## src/rtl/mux16_arbiter_if.sv

```systemverilog
// Handshake bundle for the 16-to-1 gather arbiter: sixteen source channels plus one sink channel.
// The slave modport is the arbiter's view; master is the environment driving sources and the sink.
interface mux16_arbiter_if #(parameter int WIDTH = 64);
  logic [WIDTH-1:0] io_inputs_0;
  logic [WIDTH-1:0] io_inputs_1;
  logic [WIDTH-1:0] io_inputs_2;
  logic [WIDTH-1:0] io_inputs_3;
  logic [WIDTH-1:0] io_inputs_4;
  logic [WIDTH-1:0] io_inputs_5;
  logic [WIDTH-1:0] io_inputs_6;
  logic [WIDTH-1:0] io_inputs_7;
  logic [WIDTH-1:0] io_inputs_8;
  logic [WIDTH-1:0] io_inputs_9;
  logic [WIDTH-1:0] io_inputs_10;
  logic [WIDTH-1:0] io_inputs_11;
  logic [WIDTH-1:0] io_inputs_12;
  logic [WIDTH-1:0] io_inputs_13;
  logic [WIDTH-1:0] io_inputs_14;
  logic [WIDTH-1:0] io_inputs_15;
  logic [15:0]      io_valid;
  logic [15:0]      io_ready;
  logic [WIDTH-1:0] io_output;
  logic [3:0]       io_output_select;
  logic             io_output_valid;
  logic             io_output_ready;

  modport slave (
    input  io_inputs_0, io_inputs_1, io_inputs_2, io_inputs_3,
           io_inputs_4, io_inputs_5, io_inputs_6, io_inputs_7,
           io_inputs_8, io_inputs_9, io_inputs_10, io_inputs_11,
           io_inputs_12, io_inputs_13, io_inputs_14, io_inputs_15,
           io_valid, io_output_ready,
    output io_ready, io_output, io_output_select, io_output_valid
  );

  modport master (
    output io_inputs_0, io_inputs_1, io_inputs_2, io_inputs_3,
           io_inputs_4, io_inputs_5, io_inputs_6, io_inputs_7,
           io_inputs_8, io_inputs_9, io_inputs_10, io_inputs_11,
           io_inputs_12, io_inputs_13, io_inputs_14, io_inputs_15,
           io_valid, io_output_ready,
    input  io_ready, io_output, io_output_select, io_output_valid
  );
endinterface

```

## src/rtl/mux16_arbiter.sv

```systemverilog
// Round-robin 16-to-1 valid/ready merge into one registered output stage; 1-cycle latency.
// Backpressure: sources see io_ready only when the stage is empty or being drained the same cycle.
module mux16_arbiter #(
  parameter int WIDTH = 64
) (
  input logic            clock,
  input logic            reset,
  mux16_arbiter_if.slave bus
);
  logic [WIDTH-1:0] src [16];
  logic [3:0]       ptr;
  logic [3:0]       gnt_idx;
  logic [3:0]       idx;
  logic             found;
  logic             load;
  logic [WIDTH-1:0] out_dat;
  logic [3:0]       out_sel;
  logic             out_vld;

  assign src[0]  = bus.io_inputs_0;
  assign src[1]  = bus.io_inputs_1;
  assign src[2]  = bus.io_inputs_2;
  assign src[3]  = bus.io_inputs_3;
  assign src[4]  = bus.io_inputs_4;
  assign src[5]  = bus.io_inputs_5;
  assign src[6]  = bus.io_inputs_6;
  assign src[7]  = bus.io_inputs_7;
  assign src[8]  = bus.io_inputs_8;
  assign src[9]  = bus.io_inputs_9;
  assign src[10] = bus.io_inputs_10;
  assign src[11] = bus.io_inputs_11;
  assign src[12] = bus.io_inputs_12;
  assign src[13] = bus.io_inputs_13;
  assign src[14] = bus.io_inputs_14;
  assign src[15] = bus.io_inputs_15;

  // Stage can take a word if empty or if the sink drains it on this same edge.
  assign load = !out_vld || bus.io_output_ready;

  // First valid source at or after ptr, wrapping modulo 16.
  always_comb begin
    found   = 1'b0;
    gnt_idx = '0;
    idx     = '0;
    for (int i = 0; i < 16; i++) begin
      idx = ptr + 4'(i);
      if (!found && bus.io_valid[idx]) begin
        found   = 1'b1;
        gnt_idx = idx;
      end
    end
  end

  assign bus.io_ready = (reset && load && found) ? (16'h0001 << gnt_idx) : 16'h0000;

  always_ff @(posedge clock) begin
    if (!reset) begin
      out_vld <= 1'b0;
      out_dat <= '0;
      out_sel <= '0;
      ptr     <= '0;
    end else if (load) begin
      if (found) begin
        out_dat <= src[gnt_idx];
        out_sel <= gnt_idx;
        out_vld <= 1'b1;
        ptr     <= gnt_idx + 4'd1;
      end else begin
        out_vld <= 1'b0;
      end
    end
  end

  assign bus.io_output        = out_dat;
  assign bus.io_output_select = out_sel;
  assign bus.io_output_valid  = out_vld;
endmodule
```

## src/flat_wrapper.sv

```systemverilog
// flat-port wrapper written by rule: the top's interface ports become plain ports
module mux16_arbiter_flat 
#(
  parameter int WIDTH = 64
)
  (clock, reset, bus_io_inputs_0, bus_io_inputs_1, bus_io_inputs_2, bus_io_inputs_3, bus_io_inputs_4, bus_io_inputs_5, bus_io_inputs_6, bus_io_inputs_7, bus_io_inputs_8, bus_io_inputs_9, bus_io_inputs_10, bus_io_inputs_11, bus_io_inputs_12, bus_io_inputs_13, bus_io_inputs_14, bus_io_inputs_15, bus_io_valid, bus_io_output_ready, bus_io_ready, bus_io_output, bus_io_output_select, bus_io_output_valid);
  mux16_arbiter_if #(.WIDTH(WIDTH)) bus_i ();
  input logic clock;
  input logic reset;
  input wire logic [$bits(bus_i.io_inputs_0)-1:0] bus_io_inputs_0;
  input wire logic [$bits(bus_i.io_inputs_1)-1:0] bus_io_inputs_1;
  input wire logic [$bits(bus_i.io_inputs_2)-1:0] bus_io_inputs_2;
  input wire logic [$bits(bus_i.io_inputs_3)-1:0] bus_io_inputs_3;
  input wire logic [$bits(bus_i.io_inputs_4)-1:0] bus_io_inputs_4;
  input wire logic [$bits(bus_i.io_inputs_5)-1:0] bus_io_inputs_5;
  input wire logic [$bits(bus_i.io_inputs_6)-1:0] bus_io_inputs_6;
  input wire logic [$bits(bus_i.io_inputs_7)-1:0] bus_io_inputs_7;
  input wire logic [$bits(bus_i.io_inputs_8)-1:0] bus_io_inputs_8;
  input wire logic [$bits(bus_i.io_inputs_9)-1:0] bus_io_inputs_9;
  input wire logic [$bits(bus_i.io_inputs_10)-1:0] bus_io_inputs_10;
  input wire logic [$bits(bus_i.io_inputs_11)-1:0] bus_io_inputs_11;
  input wire logic [$bits(bus_i.io_inputs_12)-1:0] bus_io_inputs_12;
  input wire logic [$bits(bus_i.io_inputs_13)-1:0] bus_io_inputs_13;
  input wire logic [$bits(bus_i.io_inputs_14)-1:0] bus_io_inputs_14;
  input wire logic [$bits(bus_i.io_inputs_15)-1:0] bus_io_inputs_15;
  input wire logic [$bits(bus_i.io_valid)-1:0] bus_io_valid;
  input wire logic [$bits(bus_i.io_output_ready)-1:0] bus_io_output_ready;
  output wire logic [$bits(bus_i.io_ready)-1:0] bus_io_ready;
  output wire logic [$bits(bus_i.io_output)-1:0] bus_io_output;
  output wire logic [$bits(bus_i.io_output_select)-1:0] bus_io_output_select;
  output wire logic [$bits(bus_i.io_output_valid)-1:0] bus_io_output_valid;
  assign bus_i.io_inputs_0 = bus_io_inputs_0;
  assign bus_i.io_inputs_1 = bus_io_inputs_1;
  assign bus_i.io_inputs_2 = bus_io_inputs_2;
  assign bus_i.io_inputs_3 = bus_io_inputs_3;
  assign bus_i.io_inputs_4 = bus_io_inputs_4;
  assign bus_i.io_inputs_5 = bus_io_inputs_5;
  assign bus_i.io_inputs_6 = bus_io_inputs_6;
  assign bus_i.io_inputs_7 = bus_io_inputs_7;
  assign bus_i.io_inputs_8 = bus_io_inputs_8;
  assign bus_i.io_inputs_9 = bus_io_inputs_9;
  assign bus_i.io_inputs_10 = bus_io_inputs_10;
  assign bus_i.io_inputs_11 = bus_io_inputs_11;
  assign bus_i.io_inputs_12 = bus_io_inputs_12;
  assign bus_i.io_inputs_13 = bus_io_inputs_13;
  assign bus_i.io_inputs_14 = bus_io_inputs_14;
  assign bus_i.io_inputs_15 = bus_io_inputs_15;
  assign bus_i.io_valid = bus_io_valid;
  assign bus_i.io_output_ready = bus_io_output_ready;
  assign bus_io_ready = bus_i.io_ready;
  assign bus_io_output = bus_i.io_output;
  assign bus_io_output_select = bus_i.io_output_select;
  assign bus_io_output_valid = bus_i.io_output_valid;
  mux16_arbiter #(.WIDTH(WIDTH)) u_core (.clock(clock), .reset(reset), .bus(bus_i));
endmodule
```

## config.mk

```make
export PLATFORM = sky130hd
export DESIGN_NAME = mux16_arbiter_flat
export DESIGN_NICKNAME = d
export VERILOG_FILES = /design/src/rtl/mux16_arbiter_if.sv /design/src/rtl/mux16_arbiter.sv /design/src/flat_wrapper.sv
export SDC_FILE = /design/constraint.sdc
export NUM_CORES = 1
export LEC_CHECK = 0
export BUFFER_PORTS_ARGS = -buffer_cell sky130_fd_sc_hd__buf_2
export CORE_AREA = 2 2 444 446
export DETAILED_ROUTE_END_ITERATION = 6
export DIE_AREA = 0 0 446 448
export PLACE_DENSITY_LB_ADDON = 0.08
export REMOVE_ABC_BUFFERS = 1
export SKIP_CTS_REPAIR_TIMING = 1
export SYNTH_ARGS = -nofsm -noshare
export SYNTH_HDL_FRONTEND = slang
export SYNTH_SLANG_ARGS = --single-unit
```

## constraint.sdc

```tcl
create_clock -name clock -period 12.9 [get_ports clock]
set_input_delay 2.58 -clock clock [delete_from_list [all_inputs] [get_ports clock]]
set_output_delay 2.58 -clock clock [all_outputs]
set_load 0.02 [all_outputs]
```

==> results.py <==
metrics = {
    "outcome": {
        "outcome": "complete, no violations",
    },
    "cells_and_area": {
        "final_common_cell": "buf_2",
        "fin_nets": 4024,
        "syn_to_final_growth_pct": 65.5,
        "finalInstanceArea_sq_um": 22100,
        "final-seq-area_sq_um": 1460,
        "multiInputGateArea_sq_um": 11000,
        "instances_no_fill": 5535,
        "final_cell_mix": "buf_2 (1,127), nand2_1 (477), mux2i_1 (301)",
        "fin_util_pct": 11.4,
        "final.fill_count": 23100,
        "drive_above_1_share_pct": 43.0,
    },
    "floorplanning": {
        "std_cell_rows": 162,
        "die_area_sq_um": 200000,
        "fp.dieW_microns": 446,
        "start_util_pct": 6.87,
        "io_pins": 1128,
        "fp.coreArea_sq_um": 195000,
        "die_height_microns": 448,
    },
    "synth": {
        "synth_fa_ha_area_share_pct": 0.748,
        "synth_compound_area_share_pct": 24.6,
        "ys_warn_count": 0,
        "ys_seq_elements": 73,
        "synth_ff_type": "dfxtp_1",
        "synth_simple_gate_area_share_pct": 26.7,
        "syn_area_per_cell_sq_um": 6.80,
        "synth_cells": 1966,
        "syn_area_sq_um": 13400,
        "synth_xor_area_share_pct": 1.02,
        "asyncSetResetFlopFracSynth_pct": 0,
        "ys_seq_area_share_pct": 10.9,
        "synthMuxAreaShare_pct": 28.6,
        "synth_edf_count": 0,
        "yosysUniqueCellTypes": 84,
        "synth_top_family_by_area": "multiplexers",
    },
    "min_path": {
        "min_path_type": "reg2reg",
        "whs_path_depth": 1,
        "hold_path.startpoint": "u_core.bus.io_output_select[3]",
        "min_to": "u_core.bus.io_output_select[3]",
    },
    "route": {
        "routedWlPerCell_microns": 28.5,
        "drc": 0,
        "drtAntennaViolNets": 0,
        "dr.first_iter.drc_count": 1204,
        "routed_via_density": 3.61,
        "dr_total_vias": 20000,
        "drt_first_pass_iters": 5,
        "wl_microns": 158000,
    },
    "grt": {
        "antenna_found_initial": 113,
        "grt_max_degree": 72,
        "grt_pass1_vias": 20200,
        "grt_pass1_wl_microns": 200000,
        "grt_usage_pct": 15.1,
        "gr-total-overflow": 0,
    },
    "sta": {
        "fin_tns_setup_ns": 0,
        "hold_viol_final": 0,
        "fin_skew_ns": 0.0337,
        "rsz0062_at_grt": "no",
        "slew_violations": 0,
        "final.period_utilization_pct": 74.0,
        "max-slew-margin-rel_pct": 20.5,
        "fmax_mhz": 105,
        "tightest_slew_ns": 1.19,
        "period_needed_ns": 9.55,
        "finalSetupViolations": 0,
    },
    "placed_design": {
        "gp_congestion": 0.831,
        "placedCellCount": 5504,
        "placed_area_sq_um": 21800,
        "portBuffers": 1127,
        "dp_hpwl_microns": 132000,
    },
    "clocking": {
        "clkTransAtPathRegs_ns": 0.06,
        "clock_tree.root_cell": "clkbuf_16",
        "cts.sinks": 73,
        "cts_buffers": 9,
        "cts_tree": "done",
        "clockBufferDepth": 2,
        "clk_latency_ns": 0.45,
        "htree_num_levels": 3,
    },
    "critical_path": {
        "critPathKind": "in2out",
        "reg2reg_depth": 18,
        "required_ns": 10.32,
        "crit_start": "bus_io_valid[14]",
        "reg2reg_slack_ns": 5.01,
        "crit_arrival_ns": 6.97,
        "cp_max_fo": 22,
        "startpoint_type": "primary input",
        "end_kind": "primary output",
        "timing.rr.start": "u_core.ptr[0]",
        "worst_r2r_endpoint": "u_core.bus.io_output[63]",
    },
    "job": {
        "drv_cap": 0,
    },
    "power_and_ir_drop": {
        "total_leakage_power_nw": 9.88,
        "p_per_area_nw_per_um2": 458,
        "irDropWorstVdd_uv": 245,
    },
}
[state kept, by name (all words and copies together) (netlist names)]
signal / count
u_core.bus.io_output: 64
u_core.bus.io_output_select: 4
u_core.bus.io_output_valid: 1
u_core.ptr: 4
[routing by layer]
layer	track usage, %	share of wire [%]	vias up
li1	-	-	9338
met4	1.89	1.5	52
met1	19.5	44	9711
met2	26.2	49	663
met5	0	0.19	-
met3	2.98	4.8	196
[worst max-delay path by stage]
stage                                  end  cells after the start
after floorplan           bus_io_ready[14]                     10
after global placement    bus_io_ready[11]                     13
after detailed placement  bus_io_ready[11]                     13
after CTS                 bus_io_ready[11]                     13
after global routing      bus_io_ready[11]                     13
final                     bus_io_ready[11]                     13
[metrics by stage]
step | hold slack (ns) | setup WS, ns | power, W
floorplan | 0.535 | -9.32 | 0.00521
global placement | 0.439 | 3.29 | 0.0102
detailed placement | 0.445 | 3.26 | 0.0101
CTS | 0.462 | 3.25 | 0.0105
global route | 0.475 | 3.02 | 0.0110
finish | 0.458 | 3.35 | 0.0101
[critical path, cell delays in order]
cell and delay [ns]:
buf_2 0.15, mux2_1 0.35, mux2i_1 0.46, o22ai_1 0.33, nor4_4 0.53, nand3_2 0.21, o22a_1 0.25, o21ai_4 0.78
buf_4 0.48, nor3_2 0.09, buf_4 0.24, and3_1 0.28, buf_2 0.18
[report_power, final]
part | internal, W | switching [W] | leakage, nW
sequential | 0.000330 | 0.0000561 | 0.605
clock | 0.000180 | 0.000168 | 0.162
combinational | 0.00295 | 0.00646 | 9.11
[cell families after synthesis]
logic type	count (synthesis)
compound gates	512
xor+xnor	13
fa+ha+maj	8
buf+inv	190
flops	73
mux	349
simple gates	821
[area by class of cell]
class	count	share of cell area, %
diodes	15	0.170
flip-flops and latches	73	6.60
inverters	7	0.119
clock buffers	11	1.14
repair buffers	1179	27.4
multi-input cells	1703	49.9
well taps	2542	14.4
clock inverters	5	0.350
[synth_stat cells (5+ instances only)]
library cell  count  area (sq um)
xnor2_1           7          61.3
o22a_1            5          43.8
buf_6            15           169
nand2_1         484          1820
ha_1              8           100
buf_1            16          60.1
nand2b_1          7          43.8
dfxtp_1          73          1460
mux2i_1         301          3010
a311oi_1          7          61.3
and3_1            9          56.3
inv_1             6          22.5
a31oi_1          11          68.8
o22ai_1         141           882
o21ai_0          56           280
clkbuf_1         73           274
mux2_2           21           236
buf_4            26           195
a21oi_1         136           681
buf_2            53           265
nor3_1           24           120
and2_1            5          31.3
nand3_1         214          1070
nor2_1           47           176
a211oi_1         38           285
o21ai_1          24           120
mux4_2           22           495
a221oi_1         15           131
a32oi_1          31           272
No activity file was read; power rests on OpenSTA's default activity.
